**src/rtl/vend_pkg.sv**
```systemverilog
// Shared definitions for the tea/coffee dispense scheduler: item codes,
// FSM state encoding and the panel-index width helper.
package vend_pkg;

    localparam logic ITEM_TEA    = 1'b0;
    localparam logic ITEM_COFFEE = 1'b1;

    typedef enum logic [1:0] {
        ST_IDLE  = 2'd0,
        ST_CHECK = 2'd1,
        ST_BUSY  = 2'd2,
        ST_FAULT = 2'd3
    } state_t;

    // Panel index width, never narrower than one bit.
    function automatic int idx_w(input int n);
        return (n > 1) ? $clog2(n) : 1;
    endfunction

endpackage

```
**src/rtl/vend_dispense_sched_if.sv**
```systemverilog
// Order handshake from the panels and the start/done handshake to the
// dispenser, bundled for the scheduler port list.
interface vend_dispense_sched_if #(
    parameter int N_PANELS = 2
);
    localparam int IDX_W = vend_pkg::idx_w(N_PANELS);

    // Handshake rules: a panel raises ord_valid[i] with a stable ord_item[i]
    // and holds both until exactly one of ord_ready[i] / ord_reject[i] pulses
    // for one cycle. disp_start pulses once per accepted order; disp_item and
    // disp_panel stay valid until the scheduler returns to idle. disp_done is a
    // one-cycle completion pulse that only counts while a dispense is running.
    logic [N_PANELS-1:0] ord_valid;
    logic [N_PANELS-1:0] ord_item;
    logic [N_PANELS-1:0] ord_ready;
    logic [N_PANELS-1:0] ord_reject;
    logic                disp_start;
    logic                disp_item;
    logic [IDX_W-1:0]    disp_panel;
    logic                disp_done;

    modport master (
        output ord_valid, ord_item, disp_done,
        input  ord_ready, ord_reject, disp_start, disp_item, disp_panel
    );

    modport slave (
        input  ord_valid, ord_item, disp_done,
        output ord_ready, ord_reject, disp_start, disp_item, disp_panel
    );

endinterface

```
**src/rtl/vend_rr_arb.sv**
```systemverilog
// Combinational round-robin arbiter: grants the first requester at or after
// the pointer, wrapping around the panel count.
module vend_rr_arb #(
    parameter int N_PANELS = 2,
    parameter int IDX_W    = 1
) (
    input  logic [N_PANELS-1:0] req,
    input  logic [IDX_W-1:0]    ptr,
    output logic [N_PANELS-1:0] gnt,
    output logic [IDX_W-1:0]    gnt_idx
);

    logic             found;
    logic [IDX_W-1:0] cand;

    always_comb begin
        gnt     = '0;
        gnt_idx = '0;
        found   = 1'b0;
        cand    = '0;
        for (int i = 0; i < N_PANELS; i++) begin
            cand = IDX_W'((int'(ptr) + i) % N_PANELS);
            if (!found && req[cand]) begin
                found      = 1'b1;
                gnt[cand]  = 1'b1;
                gnt_idx    = cand;
            end
        end
    end

endmodule

```
**src/rtl/vend_dispense_sched.sv**
```systemverilog
// Shares one dispense mechanism between several panels: round-robin order
// arbitration, stock tracking with out-of-stock rejection, and a watchdog.
module vend_dispense_sched
    import vend_pkg::*;
#(
    parameter int N_PANELS     = 2,
    parameter int STOCK_W      = 2,
    parameter int DISP_TIMEOUT = 15
) (
    input  logic                   clk,
    input  logic                   rst,
    vend_dispense_sched_if.slave   bus,
    input  logic                   refill,
    input  logic [STOCK_W-1:0]     tea_loaded,
    input  logic [STOCK_W-1:0]     coffee_loaded,
    input  logic                   fault_clr,
    output logic                   fault,
    output logic [STOCK_W-1:0]     tea_available,
    output logic [STOCK_W-1:0]     coffee_available,
    output state_t                 dbg_state
);

    localparam int IDX_W = idx_w(N_PANELS);
    localparam int CNT_W = $clog2(DISP_TIMEOUT + 1);

    state_t              state_q, state_d;
    logic [STOCK_W-1:0]  tea_q, tea_d, coffee_q, coffee_d;
    logic [IDX_W-1:0]    ptr_q, ptr_d;
    logic [CNT_W-1:0]    cnt_q, cnt_d;
    logic [IDX_W-1:0]    win_idx_q, win_idx_d;
    logic                win_item_q, win_item_d;
    logic [N_PANELS-1:0] ready_d, reject_d;
    logic                start_d;
    logic                disp_item_q, disp_item_d;
    logic [IDX_W-1:0]    disp_panel_q, disp_panel_d;
    logic                fault_q, fault_d;

    logic [N_PANELS-1:0] gnt;
    logic [IDX_W-1:0]    gnt_idx;
    logic [STOCK_W-1:0]  sel_stock;
    logic [CNT_W-1:0]    cnt_inc;
    logic [IDX_W-1:0]    ptr_next;

    vend_rr_arb #(
        .N_PANELS (N_PANELS),
        .IDX_W    (IDX_W)
    ) u_arb (
        .req     (bus.ord_valid),
        .ptr     (ptr_q),
        .gnt     (gnt),
        .gnt_idx (gnt_idx)
    );

    assign sel_stock = (win_item_q == ITEM_COFFEE) ? coffee_q : tea_q;
    assign cnt_inc   = cnt_q + CNT_W'(1);
    assign ptr_next  = (win_idx_q == IDX_W'(N_PANELS - 1)) ? '0 : win_idx_q + IDX_W'(1);

    always_ff @(posedge clk) begin
        if (!rst) state_q <= ST_IDLE;
        else      state_q <= state_d;
    end

    always_comb begin
        state_d      = state_q;
        tea_d        = tea_q;
        coffee_d     = coffee_q;
        ptr_d        = ptr_q;
        cnt_d        = cnt_q;
        win_idx_d    = win_idx_q;
        win_item_d   = win_item_q;
        ready_d      = '0;
        reject_d     = '0;
        start_d      = 1'b0;
        disp_item_d  = disp_item_q;
        disp_panel_d = disp_panel_q;
        fault_d      = fault_q;
        case (state_q)
            ST_IDLE: begin
                if (refill) begin
                    tea_d    = tea_loaded;
                    coffee_d = coffee_loaded;
                end else if (|bus.ord_valid) begin
                    win_idx_d  = gnt_idx;
                    win_item_d = |(gnt & bus.ord_item);
                    state_d    = ST_CHECK;
                end
            end
            ST_CHECK: begin
                ptr_d = ptr_next;
                if (sel_stock == '0) begin
                    reject_d[win_idx_q] = 1'b1;
                    state_d             = ST_IDLE;
                end else begin
                    ready_d[win_idx_q] = 1'b1;
                    start_d            = 1'b1;
                    disp_item_d        = win_item_q;
                    disp_panel_d       = win_idx_q;
                    cnt_d              = '0;
                    state_d            = ST_BUSY;
                    if (win_item_q == ITEM_COFFEE) coffee_d = coffee_q - STOCK_W'(1);
                    else                           tea_d    = tea_q - STOCK_W'(1);
                end
            end
            ST_BUSY: begin
                // Completion beats the watchdog when both land on the same cycle.
                if (bus.disp_done) begin
                    state_d      = ST_IDLE;
                    cnt_d        = '0;
                    disp_item_d  = 1'b0;
                    disp_panel_d = '0;
                end else begin
                    cnt_d = cnt_inc;
                    if (cnt_inc == CNT_W'(DISP_TIMEOUT)) begin
                        state_d = ST_FAULT;
                        fault_d = 1'b1;
                    end
                end
            end
            ST_FAULT: begin
                if (fault_clr) begin
                    state_d      = ST_IDLE;
                    fault_d      = 1'b0;
                    cnt_d        = '0;
                    disp_item_d  = 1'b0;
                    disp_panel_d = '0;
                end
            end
            default: state_d = ST_IDLE;
        endcase
    end

    always_ff @(posedge clk) begin
        if (!rst) begin
            tea_q          <= '0;
            coffee_q       <= '0;
            ptr_q          <= '0;
            cnt_q          <= '0;
            win_idx_q      <= '0;
            win_item_q     <= 1'b0;
            bus.ord_ready  <= '0;
            bus.ord_reject <= '0;
            bus.disp_start <= 1'b0;
            disp_item_q    <= 1'b0;
            disp_panel_q   <= '0;
            fault_q        <= 1'b0;
        end else begin
            tea_q          <= tea_d;
            coffee_q       <= coffee_d;
            ptr_q          <= ptr_d;
            cnt_q          <= cnt_d;
            win_idx_q      <= win_idx_d;
            win_item_q     <= win_item_d;
            bus.ord_ready  <= ready_d;
            bus.ord_reject <= reject_d;
            bus.disp_start <= start_d;
            disp_item_q    <= disp_item_d;
            disp_panel_q   <= disp_panel_d;
            fault_q        <= fault_d;
        end
    end

    assign bus.disp_item    = disp_item_q;
    assign bus.disp_panel   = disp_panel_q;
    assign fault            = fault_q;
    assign tea_available    = tea_q;
    assign coffee_available = coffee_q;
    assign dbg_state        = state_q;

endmodule
```
**src/flat_wrapper.sv**
```systemverilog
// flat-port wrapper written by rule: the top's interface ports become plain ports
module vend_dispense_sched_flat import vend_pkg::*;
#(
    parameter int N_PANELS     = 2,
    parameter int STOCK_W      = 2,
    parameter int DISP_TIMEOUT = 15
)
  (clk, rst, refill, tea_loaded, coffee_loaded, fault_clr, fault, tea_available, coffee_available, dbg_state, bus_ord_valid, bus_ord_item, bus_disp_done, bus_ord_ready, bus_ord_reject, bus_disp_start, bus_disp_item, bus_disp_panel);
  vend_dispense_sched_if #(.N_PANELS(N_PANELS)) bus_i ();
  input  logic clk;
  input  logic rst;
  input  logic refill;
  input  logic [STOCK_W-1:0] tea_loaded;
  input  logic [STOCK_W-1:0] coffee_loaded;
  input  logic fault_clr;
  output logic fault;
  output logic [STOCK_W-1:0] tea_available;
  output logic [STOCK_W-1:0] coffee_available;
  output state_t dbg_state;
  input wire logic [$bits(bus_i.ord_valid)-1:0] bus_ord_valid;
  input wire logic [$bits(bus_i.ord_item)-1:0] bus_ord_item;
  input wire logic [$bits(bus_i.disp_done)-1:0] bus_disp_done;
  output wire logic [$bits(bus_i.ord_ready)-1:0] bus_ord_ready;
  output wire logic [$bits(bus_i.ord_reject)-1:0] bus_ord_reject;
  output wire logic [$bits(bus_i.disp_start)-1:0] bus_disp_start;
  output wire logic [$bits(bus_i.disp_item)-1:0] bus_disp_item;
  output wire logic [$bits(bus_i.disp_panel)-1:0] bus_disp_panel;
  assign bus_i.ord_valid = bus_ord_valid;
  assign bus_i.ord_item = bus_ord_item;
  assign bus_i.disp_done = bus_disp_done;
  assign bus_ord_ready = bus_i.ord_ready;
  assign bus_ord_reject = bus_i.ord_reject;
  assign bus_disp_start = bus_i.disp_start;
  assign bus_disp_item = bus_i.disp_item;
  assign bus_disp_panel = bus_i.disp_panel;
  vend_dispense_sched #(.N_PANELS(N_PANELS), .STOCK_W(STOCK_W), .DISP_TIMEOUT(DISP_TIMEOUT)) u_core (.clk(clk), .rst(rst), .bus(bus_i), .refill(refill), .tea_loaded(tea_loaded), .coffee_loaded(coffee_loaded), .fault_clr(fault_clr), .fault(fault), .tea_available(tea_available), .coffee_available(coffee_available), .dbg_state(dbg_state));
endmodule
```
**config.mk**
```make
export PLATFORM = sky130hd
export DESIGN_NAME = vend_dispense_sched_flat
export DESIGN_NICKNAME = d
export VERILOG_FILES = /design/src/rtl/vend_pkg.sv /design/src/rtl/vend_dispense_sched_if.sv /design/src/rtl/vend_rr_arb.sv /design/src/rtl/vend_dispense_sched.sv /design/src/flat_wrapper.sv
export SDC_FILE = /design/constraint.sdc
export NUM_CORES = 1
export LEC_CHECK = 0
export CAP_MARGIN = 0
export CORE_UTILIZATION = 47
export CTS_CLUSTER_DIAMETER = 40
export DETAILED_ROUTE_END_ITERATION = 10
export PLACE_DENSITY_LB_ADDON = 0.12
export SLEW_MARGIN = 10
export SYNTH_ARGS = -nofsm -noshare
export SYNTH_HDL_FRONTEND = slang
export SYNTH_HIERARCHICAL = 1
export SYNTH_SLANG_ARGS = --single-unit
export TNS_END_PERCENT = 5
```
**constraint.sdc**
```tcl
create_clock -name clk -period 1.64 [get_ports clk]
set_clock_uncertainty 0.1 [all_clocks]
set_input_delay 0.492 -clock clk [delete_from_list [all_inputs] [get_ports clk]]
set_output_delay 0.492 -clock clk [all_outputs]
set_load 0.02 [all_outputs]
```
==> impl_results.md <==
- RD Place Congestion: 0.782
- FMAX: around 0.6 GHz
- Top delay family on crit path: flip-flops
- Post-synth EDFFs: 0
- CP cell instances: dlygate4sd2_1
- Clock Pin Slew Worst Setup and Hold Paths: 0.12 ns
- Post-synthesis cell area: 1040 sq um
- Outcome: finished clean
- Top routing layer in use: met4
- Die H: 49.0 um
- Synthesized instance count: 118
- Critical Path AT: 1.04 ns
- Setup TNS: 0 ns
- DR WL met3: about 170 um
- Total number of vias: 1028
- DR vias/cell: ~5.5
- Top cell type's share of synthesized area: between 40% and 50%
- DP HPWL: between 1.5 and 2 mm
- CP max stage cell: dfxtp_1
- Area of the multi-input gates: between 500 and 600 sq um
- Final core occ: a little over 70%
- Number of global-route vias before repair: 957
- FF+latch count, synth: 21
- Bufs and invs on worst path: 1
- Yosys cell types: 45
- # diodes: 0
- First-pass GRT wire length: 4.22 mm
- RSZ-0062 raised after global routing: true
- Gr ovfl total: 0
- TritonCTS clock tree: yes
- Ys async rst share: 0%
- PwrDens: 710 nW/um^2
- Mean Syn Cell Area: between 8 and 9 sq um
- Critical path peak fanout: 2
- Total GRT Usage: a little under a quarter
- Port bufs: 26
- Worst-case vdd ir drop: 0.487 mV
- Worst slew margin: 65.7%
- Starting Density: roughly 50%
- Final Hold Violating Endpoints: 0
- FP Rows: 16
- CTS Buf Count: 3
- Crit share post-route: between 90% and 100%
- Crit start category: register
- Routed wire length: 2.60 mm
- CTS H-tree lvls: 1
- Tmin final: about 1.6 ns
- Top post-synthesis cells by area: dfxtp_1 41%, a21oi_1 5.3%, nand2_1 3.6%, mux2i_1 2.9%, inv_1 2.9%
- P&R area growth vs syn: 40.1%
- Largest net degree at the start of global routing: 17
- LEAKAGE: between 0.6 and 0.7 nW
- Min-Delay Path Class: reg2reg
- Initial antenna violation count: 0
- Pwr Total: around 0.0010 W
- I/O pin count: 27
- Worst-Margin Slew: between 0.5 and 0.6 ns
- Maxcap violations: 0
- Core Region: 2020 sq um
- Final Setup Violations: 0
- Max-slew violations: 0
- Final antenna-violating net count: 0
- Met2 wire len: 1.28 mm
- Setup Buffers After CTS: 0
- Die area: between 2000 and 2500 sq um
- Clk sinks: 21
- Cell taking the most area after synthesis: dfxtp_1
- Max Buffers Root-to-Sink: 2
- Sequential cell area: approximately 420 sq um
- Top_reg_cell synth: dfxtp_1
- Sequential fraction of the synthesis area: 40.6%
- Placed cell area: between 1000 and 1500 sq um
- Inst Count DP: around 180
- CTS Root Cell: clkbuf_4
- Pre-antenna DRT Iters: 4
- DR iter-0 viols: 17
- Final Non-Filler Cells: approximately 190
- Layout cells sized above 1: a little under a fifth
- Die X: just under 50 um
- Design Area, Final: around 1500 sq um
- Synth warnings: 6
- Setup Crit Path Kind: reg2out
- Critical Path RT: between 1 and 1.5 ns
- Skew-Pair Late Insertion Delay: between 0.3 and 0.4 ns
- # fillers: ~170
- WL per Instance: roughly 14 um
- Critical path capture point type: output port
- M1 WL: between 1 and 1.5 mm
- Max stage delay on crit path: about 0.37 ns
- Nets: 175
- Mapped Nets: about 130
- Drt drc: 0
-- final timing paths --
path                                                    startpoint  depth (start not counted)  slack, ns                                  to
worst min register to register  u_core/bus.disp_panel$_SDFFE_PN0P_                          2       0.38  u_core/bus.disp_panel$_SDFFE_PN0P_
worst max register to register    u_core/dbg_state[0]$_SDFFE_PN0P_                          5       0.09      u_core/win_item_q$_SDFFE_PN0P_
worst max-delay path                     u_core/fault$_SDFFE_PN0P_                          1       0.01                               fault
worst min-delay path            u_core/bus.disp_panel$_SDFFE_PN0P_                          2       0.38  u_core/bus.disp_panel$_SDFFE_PN0P_
-- cells in the mapped netlist, types with 2 or more instances --
cell / n
nor2_1: 7
nor2b_1: 4
nand2_1: 10
nand2b_1: 4
a21boi_1: 2
o21ai_0: 4
o21a_1: 2
a21oi_1: 11
o22ai_1: 2
o21ai_1: 3
dfxtp_1: 21
o211ai_1: 3
mux2i_1: 3
inv_1: 8
ha_1: 2
and2_1: 2
nor4_1: 2
-- cells in the final DEF (no fill, tap or decap), types with 2 or more instances in the layout --
cell type and instances:
a21boi_1 2, nand2_1 10, o21ai_1 2, dfxtp_1 21, o21a_1 2, clkdlybuf4s15_1 2, o211ai_1 3, clkdlybuf4s50_1 12
inv_1 8, nor2b_1 4, nor4_1 2, o21ai_0 4, and2_1 2, o22ai_1 2, clkbuf_4 3, a21oi_1 10
nand2b_1 4, nor2_1 6, ha_1 2, buf_4 14, dlygate4sd2_1 12, mux2i_1 3
-- area by class of cell --
type	instances	area share (%)
Timing Repair Buffer	40	24.1
Clock inverter	1	0.345
Multi-Input combinational cell	85	40.3
Sequential cell	21	29.0
Clock buffer	3	1.55
Inverter	9	2.33
Tap cell	27	2.33
-- power breakdown --
group / internal (W) / switching (W)
clock network: 0.0000912 / 0.000162
registers: 0.000529 / 0.0000143
logic: 0.000115 / 0.000119
total: 0.000736 / 0.000295
-- layer usage --
layer | GRT usage, % | vias to the layer above
met3 | 3.74 | 4
met1 | 27.4 | 475
met5 | 0 | -
met4 | 7.35 | 0
met2 | 40.7 | 37
li1 | - | 512
-- per-stage QoR --
stage               setup WS (ns)  hold slack (ns)
global placement           -0.354            0.349
global route              -0.0175            0.404
finish                     0.0107            0.377
CTS                       -0.0319            0.378
floorplan                  0.0878            0.351
detailed placement         -0.391            0.365
-- cell families (layout without fill, tap and decap cells) --
group                      Yosys count  after routing  share of synthesized area [%]
muxes                                3              3                           2.90
AOI/OAI and AO/OA                   37             37                           24.0
and+or+nand+nor                     42             42                           23.7
xor gates and xnor gates             1              1                          0.846
DFF                                 21             21                           40.6
buffers and inverters               12             53                           5.56
adders and majority gates            2              2                           2.42
-- sequential cells by signal (all words and copies together), names as in the netlist, 2 cells and up --
register and cells:
u_core/bus.ord_ready 2, u_core/dbg_state 2, u_core/cnt_q 4, u_core/bus.ord_reject 2, u_core/coffee_available 2, u_core/tea_available 2
-- timing repair --
action                                 in CTS  in global routing
hold buffers                                0                  0
gates resized for setup                    15                  7
pin swaps                                   1                  0
endpoints found under the hold margin       0                  0
setup endpoints to repair                  20                 12
Power figures use the tool's default switching activity.
